$ cat src/rtl/regfile_wb_arbiter_if.sv
// Writeback bus between result producers, issue logic and the register-file write port.
interface regfile_wb_arbiter_if #(
  parameter int NSRC = 3,
  parameter int XLEN = 32,
  parameter int NREG = 32,
  parameter int RW   = $clog2(NREG)
);
  logic [NSRC-1:0]      src_valid;
  logic [NSRC*RW-1:0]   src_rd;
  logic [NSRC*XLEN-1:0] src_data;
  logic [NSRC-1:0]      src_ready;
  logic                 iss_valid;
  logic [RW-1:0]        iss_rd;
  logic                 rf_we;
  logic [RW-1:0]        rf_rd;
  logic [XLEN-1:0]      rf_wd;
  logic [NREG-1:0]      busy;

  // Producer / issue side.
  modport master (
    output src_valid, src_rd, src_data, iss_valid, iss_rd,
    input  src_ready, rf_we, rf_rd, rf_wd, busy
  );

  // Arbiter side.
  modport slave (
    input  src_valid, src_rd, src_data, iss_valid, iss_rd,
    output src_ready, rf_we, rf_rd, rf_wd, busy
  );
endinterface

$ cat src/rtl/regfile_wb_arbiter.sv
// Round-robin writeback arbiter driving the register-file write port, with a
// per-register busy scoreboard for RAW hazard detection at issue.
module regfile_wb_arbiter #(
  parameter int NSRC = 3,
  parameter int XLEN = 32,
  parameter int NREG = 32
) (
  input  logic                 clk,
  input  logic                 rst,
  regfile_wb_arbiter_if.slave  bus
);
  localparam int RW = $clog2(NREG);
  localparam int PW = (NSRC > 1) ? $clog2(NSRC) : 1;

  logic [PW-1:0]   r_rr_ptr;
  logic            r_we;
  logic [RW-1:0]   r_rd;
  logic [XLEN-1:0] r_wd;
  logic [NREG-1:0] r_busy;

  logic [RW-1:0]   w_srd [NSRC];
  logic [XLEN-1:0] w_swd [NSRC];
  logic            w_hit;
  logic            w_hs;
  logic [PW-1:0]   w_idx;
  logic [PW-1:0]   w_ptr_nxt;
  logic [RW-1:0]   w_rd;
  logic [XLEN-1:0] w_wd;
  logic [NREG-1:0] w_busy_nxt;

  // Unpack the flat source buses into per-source arrays.
  always_comb begin
    for (int unsigned i = 0; i < NSRC; i++) begin
      w_srd[i] = bus.src_rd[i*RW +: RW];
      w_swd[i] = bus.src_data[i*XLEN +: XLEN];
    end
  end

  // Round-robin search starting at r_rr_ptr; first valid source wins.
  always_comb begin
    int unsigned c;
    logic [PW-1:0] c_idx;
    w_hit = 1'b0;
    w_idx = '0;
    c     = 0;
    c_idx = '0;
    for (int unsigned k = 0; k < NSRC; k++) begin
      c = 32'(r_rr_ptr) + k;
      if (c >= NSRC) c = c - NSRC;
      c_idx = PW'(c);
      if (!w_hit && bus.src_valid[c_idx]) begin
        w_hit = 1'b1;
        w_idx = c_idx;
      end
    end
  end

  // Reset suppresses any grant, so nothing in flight that cycle is consumed.
  always_comb begin
    w_hs          = w_hit & ~rst;
    w_rd          = w_srd[w_idx];
    w_wd          = w_swd[w_idx];
    w_ptr_nxt     = (w_idx == PW'(NSRC-1)) ? '0 : w_idx + 1'b1;
    bus.src_ready = w_hs ? (NSRC'(1) << w_idx) : '0;
  end

  // Scoreboard update: clear the committing register first so a same-cycle issue re-sets it.
  always_comb begin
    w_busy_nxt = r_busy;
    if (w_hs && (w_rd != '0)) w_busy_nxt[w_rd] = 1'b0;
    if (bus.iss_valid && (bus.iss_rd != '0)) w_busy_nxt[bus.iss_rd] = 1'b1;
    w_busy_nxt[0] = 1'b0;
  end

  // Registered write port, round-robin pointer and busy vector.
  always_ff @(posedge clk) begin
    if (rst) begin
      r_rr_ptr <= '0;
      r_we     <= 1'b0;
      r_rd     <= '0;
      r_wd     <= '0;
      r_busy   <= '0;
    end else begin
      r_busy <= w_busy_nxt;
      if (w_hs) begin
        r_rr_ptr <= w_ptr_nxt;
        r_we     <= (w_rd != '0);
        r_rd     <= w_rd;
        r_wd     <= w_wd;
      end else begin
        r_we <= 1'b0;
      end
    end
  end

  assign bus.rf_we = r_we;
  assign bus.rf_rd = r_rd;
  assign bus.rf_wd = r_wd;
  assign bus.busy  = r_busy;
endmodule
$ cat src/flat_wrapper.sv
// flat-port wrapper written by rule: the top's interface ports become plain ports
module regfile_wb_arbiter_flat 
#(
  parameter int NSRC = 3,
  parameter int XLEN = 32,
  parameter int NREG = 32
)
  (clk, rst, bus_src_valid, bus_src_rd, bus_src_data, bus_iss_valid, bus_iss_rd, bus_src_ready, bus_rf_we, bus_rf_rd, bus_rf_wd, bus_busy);
  regfile_wb_arbiter_if #(.NSRC(NSRC), .XLEN(XLEN), .NREG(NREG)) bus_i ();
  input  logic clk;
  input  logic rst;
  input wire logic [$bits(bus_i.src_valid)-1:0] bus_src_valid;
  input wire logic [$bits(bus_i.src_rd)-1:0] bus_src_rd;
  input wire logic [$bits(bus_i.src_data)-1:0] bus_src_data;
  input wire logic [$bits(bus_i.iss_valid)-1:0] bus_iss_valid;
  input wire logic [$bits(bus_i.iss_rd)-1:0] bus_iss_rd;
  output wire logic [$bits(bus_i.src_ready)-1:0] bus_src_ready;
  output wire logic [$bits(bus_i.rf_we)-1:0] bus_rf_we;
  output wire logic [$bits(bus_i.rf_rd)-1:0] bus_rf_rd;
  output wire logic [$bits(bus_i.rf_wd)-1:0] bus_rf_wd;
  output wire logic [$bits(bus_i.busy)-1:0] bus_busy;
  assign bus_i.src_valid = bus_src_valid;
  assign bus_i.src_rd = bus_src_rd;
  assign bus_i.src_data = bus_src_data;
  assign bus_i.iss_valid = bus_iss_valid;
  assign bus_i.iss_rd = bus_iss_rd;
  assign bus_src_ready = bus_i.src_ready;
  assign bus_rf_we = bus_i.rf_we;
  assign bus_rf_rd = bus_i.rf_rd;
  assign bus_rf_wd = bus_i.rf_wd;
  assign bus_busy = bus_i.busy;
  regfile_wb_arbiter #(.NSRC(NSRC), .XLEN(XLEN), .NREG(NREG)) u_core (.clk(clk), .rst(rst), .bus(bus_i));
endmodule
$ cat config.mk
export PLATFORM = sky130hd
export DESIGN_NAME = regfile_wb_arbiter_flat
export DESIGN_NICKNAME = d
export VERILOG_FILES = /design/src/rtl/regfile_wb_arbiter_if.sv /design/src/rtl/regfile_wb_arbiter.sv /design/src/flat_wrapper.sv
export SDC_FILE = /design/constraint.sdc
export NUM_CORES = 1
export LEC_CHECK = 0
export CAP_MARGIN = 20
export CORE_ASPECT_RATIO = 0.5
export CORE_MARGIN = 5
export CORE_UTILIZATION = 45
export CTS_CLUSTER_DIAMETER = 200
export DETAILED_ROUTE_END_ITERATION = 10
export PLACE_DENSITY = 0.89
export SYNTH_ARGS = -nofsm -noshare
export SYNTH_HDL_FRONTEND = slang
export SYNTH_SLANG_ARGS = --single-unit
$ cat constraint.sdc
create_clock -name clk -period 5.8 [get_ports clk]
set_clock_uncertainty 0.05 [all_clocks]
set_input_delay 1.16 -clock clk [delete_from_list [all_inputs] [get_ports clk]]
set_output_delay 1.16 -clock clk [all_outputs]
set_load 0.03 [all_outputs]
==> summary.md <==
| Metric | Value |
|---|---|
| Status | `completed` |
| Max transition margin | `0.266` |
| Worst VDD drop | `~0.00025 V` |
| Crit path launch type | `primary input` |
| HP Start | `u_core.bus.rf_wd[29]$_SDFFE_PP0P_` |
| Most frequent cells in the layout | `clkdlybuf4s50_1 (192), nor2_1 (129), dfxtp_1 (71)` |
| Die W | `roughly 150 microns` |
| Worst Tran Pin Value | `1100 ps` |
| I/O pin count | `195` |
| Worst R2R Start | `u_core.r_rr_ptr[1]$_SDFFE_PP0P_` |
| Final Max Slew Viols | `0` |
| Hold endpoint | `u_core.bus.rf_wd[29]$_SDFFE_PP0P_` |
| Post-synthesis register bit count | `71` |
| Setup crit end kind | `output port` |
| FF/Latch Area | `0.00142 sq mm` |
| Yosys warns | `0` |
| Hold-fix buffers at CTS | `0` |
| Worst-path maximum fanout | `6` |
| WL/cell | `approximately 17 microns` |
| Core area | `0.00880 sq mm` |
| Maximum root-to-sink buffer count | `2` |
| Reg-to-Reg End | `u_core.bus.busy[6]$_SDFF_PP0_` |
| Final net count | `809` |
| Vias in the first global route | `between 4000 and 5000` |
| CTS resizes | `0` |
| CTS tree | `done` |
| Layout cells sized above 1 | `0.0683` |
| Crit path time final | `about 5000 ps` |
| Final hold viol count | `0` |
| Final worst path period share | `0.850` |
| GP Congestion | `roughly 0.86` |
| RSZ-0062 raised after global routing | `no` |
| Max Cap Violations | `0` |
| DP Worst Slack | `972 ps` |
| Die area | `approximately 0.011 sq mm` |
| Design area | `roughly 0.0064 sq mm` |
| Num CTS Buffers | `9` |
| Die Ht | `77.6 microns` |
| Setup tns final | `0 ps` |
| Pwr Density | `about 530 mW/mm^2` |
| FP Rows | `24` |
| Post-synthesis sequential area ratio | `0.345` |
| Vias | `4527` |
| Flop2flop setup slack | `between 2000 and 2500 ps` |
| H-tree Lvls | `3` |
| Setup-failing EPs final | `0` |
| GR Util All Layers | `0.232` |
| Synth Instances | `between 500 and 600` |
| Fill count | `688` |
| Area delta synth->final | `55.2%` |
| Via/cell ratio | `roughly 5.6` |
| Hold WC Path Type | `flip-flop to flip-flop` |
| Clock slew seen by the registers of the worst setup and hold paths | `roughly 50 ps` |
| Leak | `~2.4 nW` |
| Post-DP HPWL | `10.4 mm` |
| Area occupied by multi-input gates | `roughly 0.0025 sq mm` |
| Count of cell types in the netlist | `56` |
| Placement Cell Area | `about 0.0061 sq mm` |
| Initial antenna violation count | `0` |
| First-pass GRT wire length | `21.8 mm` |
| Async set-reset flop share out of synthesis | `0` |
| PortBufs | `between 150 and 200` |
| Critical path data arrival time | `around 3700 ps` |
| Ant diodes | `0` |
| DRT iter0 DRCs | `around 440` |
| Initial DRT Pass Iterations | `7` |
| Critical path required time | `4590 ps` |
| EDFF count, synth | `0` |
| Post-CTS Setup Bufs | `0` |
| Crit Path Category | `primary input to output port` |
| Syn nets | `638` |
| Root buf cell | `clkbuf_16` |
| Average size of a mapped cell | `around 8.0 sq um` |
| Clock Latency Late Sink | `330 ps` |
| DRC Markers | `0` |
| Mapped cell area | `0.00412 sq mm` |
| Commonest non-fill, non-tap cell in the layout | `clkdlybuf4s50_1` |
| Largest net degree at the start of global routing | `75` |
| Fin worst setup slack | `872 ps` |
| GR Overflow Total | `0` |
| Total wire length | `approximately 14 mm` |
| Cells on Worst Hold Path | `2` |
| Remaining antenna violation count | `0` |
| Post-layout util | `0.726` |
| Worst r2r path cells | `9` |
| Ys flop type | `dfxtp_1` |
| Starting Density | `0.468` |
| Highest clock rate | `around 200 MHz` |
| Clk sink count | `71` |
-- sequential cells by signal (all words and copies together), names as in the netlist --
name and count:
u_core.bus.rf_wd 32, u_core.bus.busy 31, u_core.bus.rf_rd 5, u_core.r_rr_ptr 2, u_core.bus.rf_we 1
-- metrics by stage --
step / total power, mW / hold WS [ps] / cells
after floorplan: 2.19 / 486 / 512
after global placement: 2.71 / 416 / 789
after detailed placement: 2.76 / 427 / 789
after CTS: 3.36 / 438 / 805
after global routing: 3.58 / 475 / 805
final: 3.36 / 435 / 805
-- synth_stat cells (all sizes together), types with 2 or more instances --
library cell  count  area [sq um]
nand2b            5          31.3
nand3b            4          30.0
nor3              6          35.0
nor2b             3          18.8
o41a              4          45.0
dfxtp            71          1420
a21o              2          15.0
o22ai             2          12.5
or2               2          12.5
nor2            129           484
o32ai             3          26.3
nor4             14           103
o31a              8          70.1
mux2i            42           445
a211oi           36           300
a2bb2oi           4          35.0
clkbuf           21          78.8
inv              11          41.3
a22o              2          17.5
buf              17           105
nand3             4          20.0
a22oi             4          30.0
or3               4          25.0
nand4             5          31.3
o21a              5          37.5
a21oi            50           277
ha                4          50.1
o21ai            24           131
nor4b             2          17.5
nand2            11          43.8
-- metal layers --
layer | GRT usage | part of all wire
met1 | 0.289 | 0.42
met2 | 0.408 | 0.49
met3 | 0.0489 | 0.073
met4 | 0.0670 | 0.018
met5 | 0 | 0
-- final cells by class --
cell class / count / area share
multi-input combinational: 392 / 0.390
sequential: 71 / 0.223
clock buffer: 11 / 0.0380
timing repair buffer: 198 / 0.308
tap: 117 / 0.0229
inverter: 11 / 0.00647
clock inverter: 5 / 0.0127
-- worst max-delay path, stage by stage --
cell             delay [ps]
clkdlybuf4s50_1         590
mux2i_1                 160
o21ai_0                 580
a211oi_4                 60
nor2_1                  240
nand2_1                 110
nor2_1                  130
clkdlybuf4s50_1         680
-- logic make-up after synthesis --
group           synth area share
other cells             0.000911
compound gates             0.266
mux                        0.112
flops                      0.345
simple gates               0.209
fa+ha+maj                 0.0122
buf+inv                   0.0547
-- report_power, final --
group	switching [mW]	total [mW]	internal, mW
registers	0.0598	0.670	0.610
clock network	0.203	0.591	0.388
logic	1.27	2.10	0.824
-- worst max-delay path by stage --
stage / from / endpoint / slack [ps] / cells past startpoint
after floorplan: bus_src_valid[1] / bus_src_ready[0] / 1680 / 7
after global placement: bus_src_valid[1] / bus_src_ready[0] / 1030 / 8
after detailed placement: bus_src_valid[1] / bus_src_ready[1] / 970 / 8
after CTS: bus_src_valid[1] / bus_src_ready[0] / 950 / 8
after global routing: bus_src_valid[1] / bus_src_ready[1] / 810 / 8
final: bus_src_valid[1] / bus_src_ready[0] / 870 / 8
No activity file was read; power rests on OpenSTA's default activity.
